$ cat config.mk
export PLATFORM = sky130hd
export DESIGN_NAME = reg_file_sb
export DESIGN_NICKNAME = d
export VERILOG_FILES = /design/src/rtl/rv_pkg.sv /design/src/rtl/reg_scoreboard.sv /design/src/rtl/reg_file_sb.sv
export SDC_FILE = /design/constraint.sdc
export NUM_CORES = 2
export LEC_CHECK = 0
export CAP_MARGIN = 30
export CORE_MARGIN = 1.5
export CORE_UTILIZATION = 30
export DETAILED_ROUTE_END_ITERATION = 12
export GPL_TIMING_DRIVEN = 0
export PLACE_DENSITY = 0.45
export SETUP_SLACK_MARGIN = 0.15
export SLEW_MARGIN = 20
export SYNTH_ARGS = -nofsm -noshare
export SYNTH_HDL_FRONTEND = slang
export SYNTH_SLANG_ARGS = --single-unit
$ cat constraint.sdc
create_clock -name clk -period 5 [get_ports clk]
set_input_delay 1 -clock clk [delete_from_list [all_inputs] [get_ports clk]]
set_output_delay 1 -clock clk [all_outputs]
set_load 0.05 [all_outputs]
$ cat src/rtl/rv_pkg.sv
// Shared core widths and register-file types; the register file takes these as its default parameters.
package rv_pkg;

    localparam int XLEN   = 32;
    localparam int NREGS  = 32;
    localparam int REG_AW = $clog2(NREGS);

    typedef logic [REG_AW-1:0] reg_addr_t;
    typedef logic [XLEN-1:0]   xlen_t;

endpackage

$ cat src/rtl/reg_scoreboard.sv
// Per-register busy bits plus a registered count of busy registers; one-cycle update, no backpressure.
// A set and a clear of the same register on one edge leaves it busy (the new producer is pending).
module reg_scoreboard #(
    parameter int NREGS = rv_pkg::NREGS,
    localparam int AW   = $clog2(NREGS)
) (
    input  logic             clk,
    input  logic             rst_n,
    input  logic             set_vld_i,
    input  logic [AW-1:0]    set_rd_i,
    input  logic             clr_vld_i,
    input  logic [AW-1:0]    clr_rd_i,
    output logic [NREGS-1:0] busy_o,
    output logic [AW:0]      pending_cnt_o
);

    logic [NREGS-1:0] busy_q;
    logic [NREGS-1:0] busy_d;
    logic [AW:0]      cnt_q;
    logic [AW:0]      cnt_d;
    logic             set_hit;
    logic             clr_hit;
    logic             cnt_inc;
    logic             cnt_dec;

    assign set_hit = set_vld_i && (set_rd_i != '0);
    assign clr_hit = clr_vld_i && (clr_rd_i != '0);

    always_comb begin
        busy_d = busy_q;
        if (clr_hit) begin
            busy_d[clr_rd_i] = 1'b0;
        end
        if (set_hit) begin
            busy_d[set_rd_i] = 1'b1;
        end
        busy_d[0] = 1'b0;
    end

    // Count tracks busy_d incrementally: a clear is cancelled when the same register is re-set.
    assign cnt_inc = set_hit && !busy_q[set_rd_i];
    assign cnt_dec = clr_hit && busy_q[clr_rd_i] && !(set_hit && (set_rd_i == clr_rd_i));

    always_comb begin
        cnt_d = cnt_q;
        if (cnt_inc && !cnt_dec) begin
            cnt_d = cnt_q + (AW+1)'(1);
        end else if (cnt_dec && !cnt_inc) begin
            cnt_d = cnt_q - (AW+1)'(1);
        end
    end

    always_ff @(posedge clk) begin
        if (!rst_n) begin
            busy_q <= '0;
            cnt_q  <= '0;
        end else begin
            busy_q <= busy_d;
            cnt_q  <= cnt_d;
        end
    end

    assign busy_o        = busy_q;
    assign pending_cnt_o = cnt_q;

endmodule

$ cat src/rtl/reg_file_sb.sv
// Multi-port register file with busy-bit scoreboard; combinational reads, issue_ready stalls decode on RAW/WAW.
// REG_FILE_BYPASS_EN forwards same-cycle writeback data to the read ports and hides their busy flag.
module reg_file_sb #(
    parameter int XLEN  = rv_pkg::XLEN,
    parameter int NREGS = rv_pkg::NREGS,
    parameter int NREAD = 2,
    localparam int AW   = $clog2(NREGS)
) (
    input  logic                  clk,
    input  logic                  rst_n,
    input  logic [NREAD*AW-1:0]   rs_addr,
    output logic [NREAD*XLEN-1:0] rs_data,
    output logic [NREAD-1:0]      rs_busy,
    input  logic                  issue_valid,
    input  logic [AW-1:0]         issue_rd,
    input  logic [NREAD-1:0]      issue_uses,
    output logic                  issue_ready,
    input  logic                  wb_valid,
    input  logic [AW-1:0]         wb_rd,
    input  logic [XLEN-1:0]       wb_data,
    output logic [AW:0]           pending_cnt
);

    logic [XLEN-1:0]  regs_q [NREGS];
    logic [NREGS-1:0] busy_q;
    logic             wb_hit;
    logic             raw_hzd;
    logic             waw_hzd;
    logic             issue_fire;

    assign wb_hit = wb_valid && (wb_rd != '0);

    always_ff @(posedge clk) begin
        if (!rst_n) begin
            for (int r = 0; r < NREGS; r++) begin
                regs_q[r] <= '0;
            end
        end else if (wb_hit) begin
            regs_q[wb_rd] <= wb_data;
        end
    end

    for (genvar i = 0; i < NREAD; i++) begin : g_rd
        logic [AW-1:0] addr;
        logic          byp_hit;

        assign addr = rs_addr[i*AW +: AW];
`ifdef REG_FILE_BYPASS_EN
        assign byp_hit = wb_hit && (wb_rd == addr);
`else
        assign byp_hit = 1'b0;
`endif
        assign rs_data[i*XLEN +: XLEN] = (addr == '0) ? '0 :
                                         byp_hit      ? wb_data : regs_q[addr];
        assign rs_busy[i] = busy_q[addr] && !byp_hit;
    end

    assign raw_hzd = |(issue_uses & rs_busy);
    // A destination being retired this cycle may be reclaimed by the next producer.
    assign waw_hzd = (issue_rd != '0) && busy_q[issue_rd] &&
                     !(wb_valid && (wb_rd == issue_rd));

    assign issue_ready = !raw_hzd && !waw_hzd;
    assign issue_fire  = issue_valid && issue_ready && (issue_rd != '0);

    reg_scoreboard #(
        .NREGS (NREGS)
    ) u_sb (
        .clk           (clk),
        .rst_n         (rst_n),
        .set_vld_i     (issue_fire),
        .set_rd_i      (issue_rd),
        .clr_vld_i     (wb_valid),
        .clr_rd_i      (wb_rd),
        .busy_o        (busy_q),
        .pending_cnt_o (pending_cnt)
    );

endmodule
==> qor.txt <==
Min-Delay Endpoint -> u_sb.pending_cnt_o[5]$_SDFFE_PN0P_
clk sinks -> 1061
Power Internal -> 16600 µW
RR Endpoint -> u_sb.pending_cnt_o[5]$_SDFFE_PN0P_
# setup viols final -> 0
HP Class -> reg2reg
Routability Congestion -> 0.931
MaxCap Viol Count -> 0
top cells by area, synth -> edfxtp_1 54%, mux4_2 22%, and2_1 11%
clock power share -> 38.1%
GRT Resource Usage Total -> 22.7%
Seq cells post-synth -> 1061
hold path cells -> 2
num rows -> 160
Die Y -> 440 µm
post-synthesis sequential area ratio -> 54.9%
initial core utilization -> 30.2%
Avg Cell Area, Syn -> 15.1 µm²
vias per inst -> 5.36
Hold Fails Final Rpt -> 0
nets -> 4221
DP HPWL -> 170000 µm
placed cell count -> 6544
core area -> 190000 µm²
number of flops mapped to enable cells by yosys -> 1024
largest net degree at the start of global routing -> 30
Peak VDD IR -> 0.000296 V
Final Worst Setup Slack -> 107 ps
# DRC -> 0
Area growth syn-to-layout -> 19.5%
first-pass GRT wire length -> 303000 µm
number of setup buffers added after CTS -> 0
routed len/inst -> 32.8 µm
top-count cell post-synth -> edfxtp_1
Setup Total Neg Slack -> 0 ps
fmax -> 0.204 GHz
Synth area leader -> edfxtp_1
WP data arrival -> 3890 ps
worst-case clock skew -> 12.6 ps
Die Wd -> 440 µm
layout cells sized above 1 -> 28.3%
pre-CTS WS -> -1690 ps
distinct cell type count after synthesis -> 61
antenna-violating nets left -> 0
R2R cell count -> 15
max-slew violation count -> 0
CP max FO -> 10
RSZ-0062 raised after global routing -> yes
H-tree depth -> 3
die area -> 194000 µm²
status -> finished clean
antenna violations before repair -> 24
Net Sw Power -> 6430 µW
Post-synth top cells -> 1024 x edfxtp_1, 992 x and2_1, 558 x mux4_2
CTS tree -> yes
TritonCTS Buffers -> 118
io pins -> 131
total congestion overflow -> 0
worst skew pair latency -> 740 ps
CTS root buf -> clkbuf_16
min Tclk post-route -> 4890 ps
Max clock buf depth -> 3
vias in the first global route -> 36700
Mapped Cells -> 3811
Top FF cell, synth -> edfxtp_1
Layout Cells excl Fill -> 6768
routed via count -> 36300
Leak -> 0.0232 µW
r2r setup slk -> 820 ps
drt pass-1 iters -> 5
worst slew pin tran -> 1020 ps
Clock transition at path regs -> 60 ps
Worst Setup Path Type -> in2out
mapped cell area -> 57400 µm²
combinational share of power -> 16.4%
# port buffers -> 115
Reg2Reg Launch Point -> u_sb.busy_o[18]$_SDFF_PN0_
synth warn -> 0
type of element launching the critical path -> input port
Fin Hold WS -> 483 ps
Critical Path RT -> 4000 ps
power density over cell area -> 336 nW/µm²
switching portion of total power -> 27.9%
final WL -> 222000 µm
Hold Startpoint -> u_sb.pending_cnt_o[5]$_SDFFE_PN0P_
Critical Path Sink Type -> output port
Final Cycle Share -> 97.9%
Seq pwr share -> 45.5%
worst rel slew slack -> 32.0%
DR iter-0 viols -> 4119
top cell type's share of synthesized area -> 53.6%
Async S/R FF share, synth -> 0%
==> worst max-delay path by stage <==
stage / from / end / slack, ps / cells past startpoint
floorplan: wb_rd[3] / regs_q[10][0]$_SDFFCE_PN0P_ / 230 / 4
global placement: wb_rd[0] / regs_q[21][17]$_SDFFCE_PN0P_ / -4320 / 5
detailed placement: rs_addr[6] / rs_data[34] / -1690 / 9
CTS: rs_addr[0] / rs_data[24] / 130 / 9
global route: rs_addr[0] / rs_data[1] / 70 / 11
finish: rs_addr[0] / rs_data[27] / 110 / 9
==> per-layer routing <==
layer	share of wire [%]	global-route usage, %
met5	0.019	0
met4	4.2	9.27
met3	5.7	2.67
met2	48	37.0
met1	42	30.6
==> cell type report <==
type	count	area, µm²
fill	18000	121000
sequential	1061	31500
multi-input combinational	2334	25000
tap	2511	3140
clock buffer	142	3130
timing repair buffer	194	2640
buffer	411	2390
clock inverter	74	641
inverter	36	138
antenna	5	12.5
==> metrics by stage <==
step | power (µW) | area [µm²] | util (%)
detailed placement | 14400 | 63800 | 33.6
global route | 23600 | 68600 | 36.1
CTS | 23100 | 68500 | 36.1
finish | 23100 | 68600 | 36.1
floorplan | 12700 | 57500 | -
global placement | 14200 | 61800 | 32.5
==> logic make-up (layout without fill, tap and decap cells) <==
kind of cell | Yosys count | count (layout) | synth area share (%)
AO/OA/AOI/OAI | 305 | 305 | 3.56
XOR/XNOR | 8 | 8 | 0.122
adder cells (fa/ha/maj) | 7 | 7 | 0.166
buffers and inverters | 447 | 857 | 3.41
flip-flops | 1061 | 1061 | 54.9
multiplexers | 714 | 714 | 24.8
other | 1 | 37 | 0.00654
AND/OR/NAND/NOR | 1268 | 1268 | 13.0
==> registers in the layout (all words and copies together), names as in the netlist <==
signal              cells
u_sb.busy_o            31
u_sb.pending_cnt_o      6
regs_q               1024
==> repair_timing <==
action,CTS,global route
cloned,0,0
pin swaps,13,2
setup endpoints to repair,67,31
hold buffers,0,0
gates resized for setup,680,24
==> placed cells by master, fill, tap and decap left out, types with 9 or more instances in the layout <==
cell / Yosys / final
clkinv_1: 2 / 28
edfxtp_1: 1024 / 1024
o21ai_2: 11 / 11
a21oi_1: 103 / 81
nor2_1: 76 / 64
buf_2: 61 / 62
clkbuf_1: 285 / 256
o22ai_2: 9 / 9
and2_1: 992 / 992
clkbuf_4: 0 / 18
mux2i_1: 144 / 144
o211ai_1: 17 / 17
mux4_2: 558 / 558
clkinv_2: 0 / 24
buf_8: 1 / 34
conb_1: 1 / 32
o21ai_4: 0 / 31
clkbuf_16: 0 / 122
nor3_2: 0 / 30
dfxtp_1: 37 / 37
bufinv_16: 0 / 10
nand3_1: 10 / 10
o221ai_2: 1 / 24
buf_4: 19 / 62
inv_1: 34 / 34
o22ai_1: 44 / 44
nand2_1: 108 / 108
o221ai_1: 66 / 37
buf_16: 0 / 48
a21oi_2: 0 / 18
clkdlybuf4s50_1: 0 / 45
clkbuf_2: 0 / 29
buf_6: 16 / 47
==> power groups by stage <==
stage	Combinational, µW	Clock [µW]	Sequential [µW]
after CTS	3770	8890	10500
after floorplan	2040	0	10600
final	3790	8780	10500
after global placement	3480	0	10700
after global routing	3900	9190	10500
after detailed placement	3690	0	10700
==> worst max-delay path, cell delays in order <==
cell and delay (ps):
clkdlybuf4s15_2 300, buf_8 240, buf_8 240, buf_8 220, mux4_2 590, mux4_2 580
a21oi_1 260, nor2_1 70, clkdlybuf4s15_2 340
(Power assumes the default switching activity.)
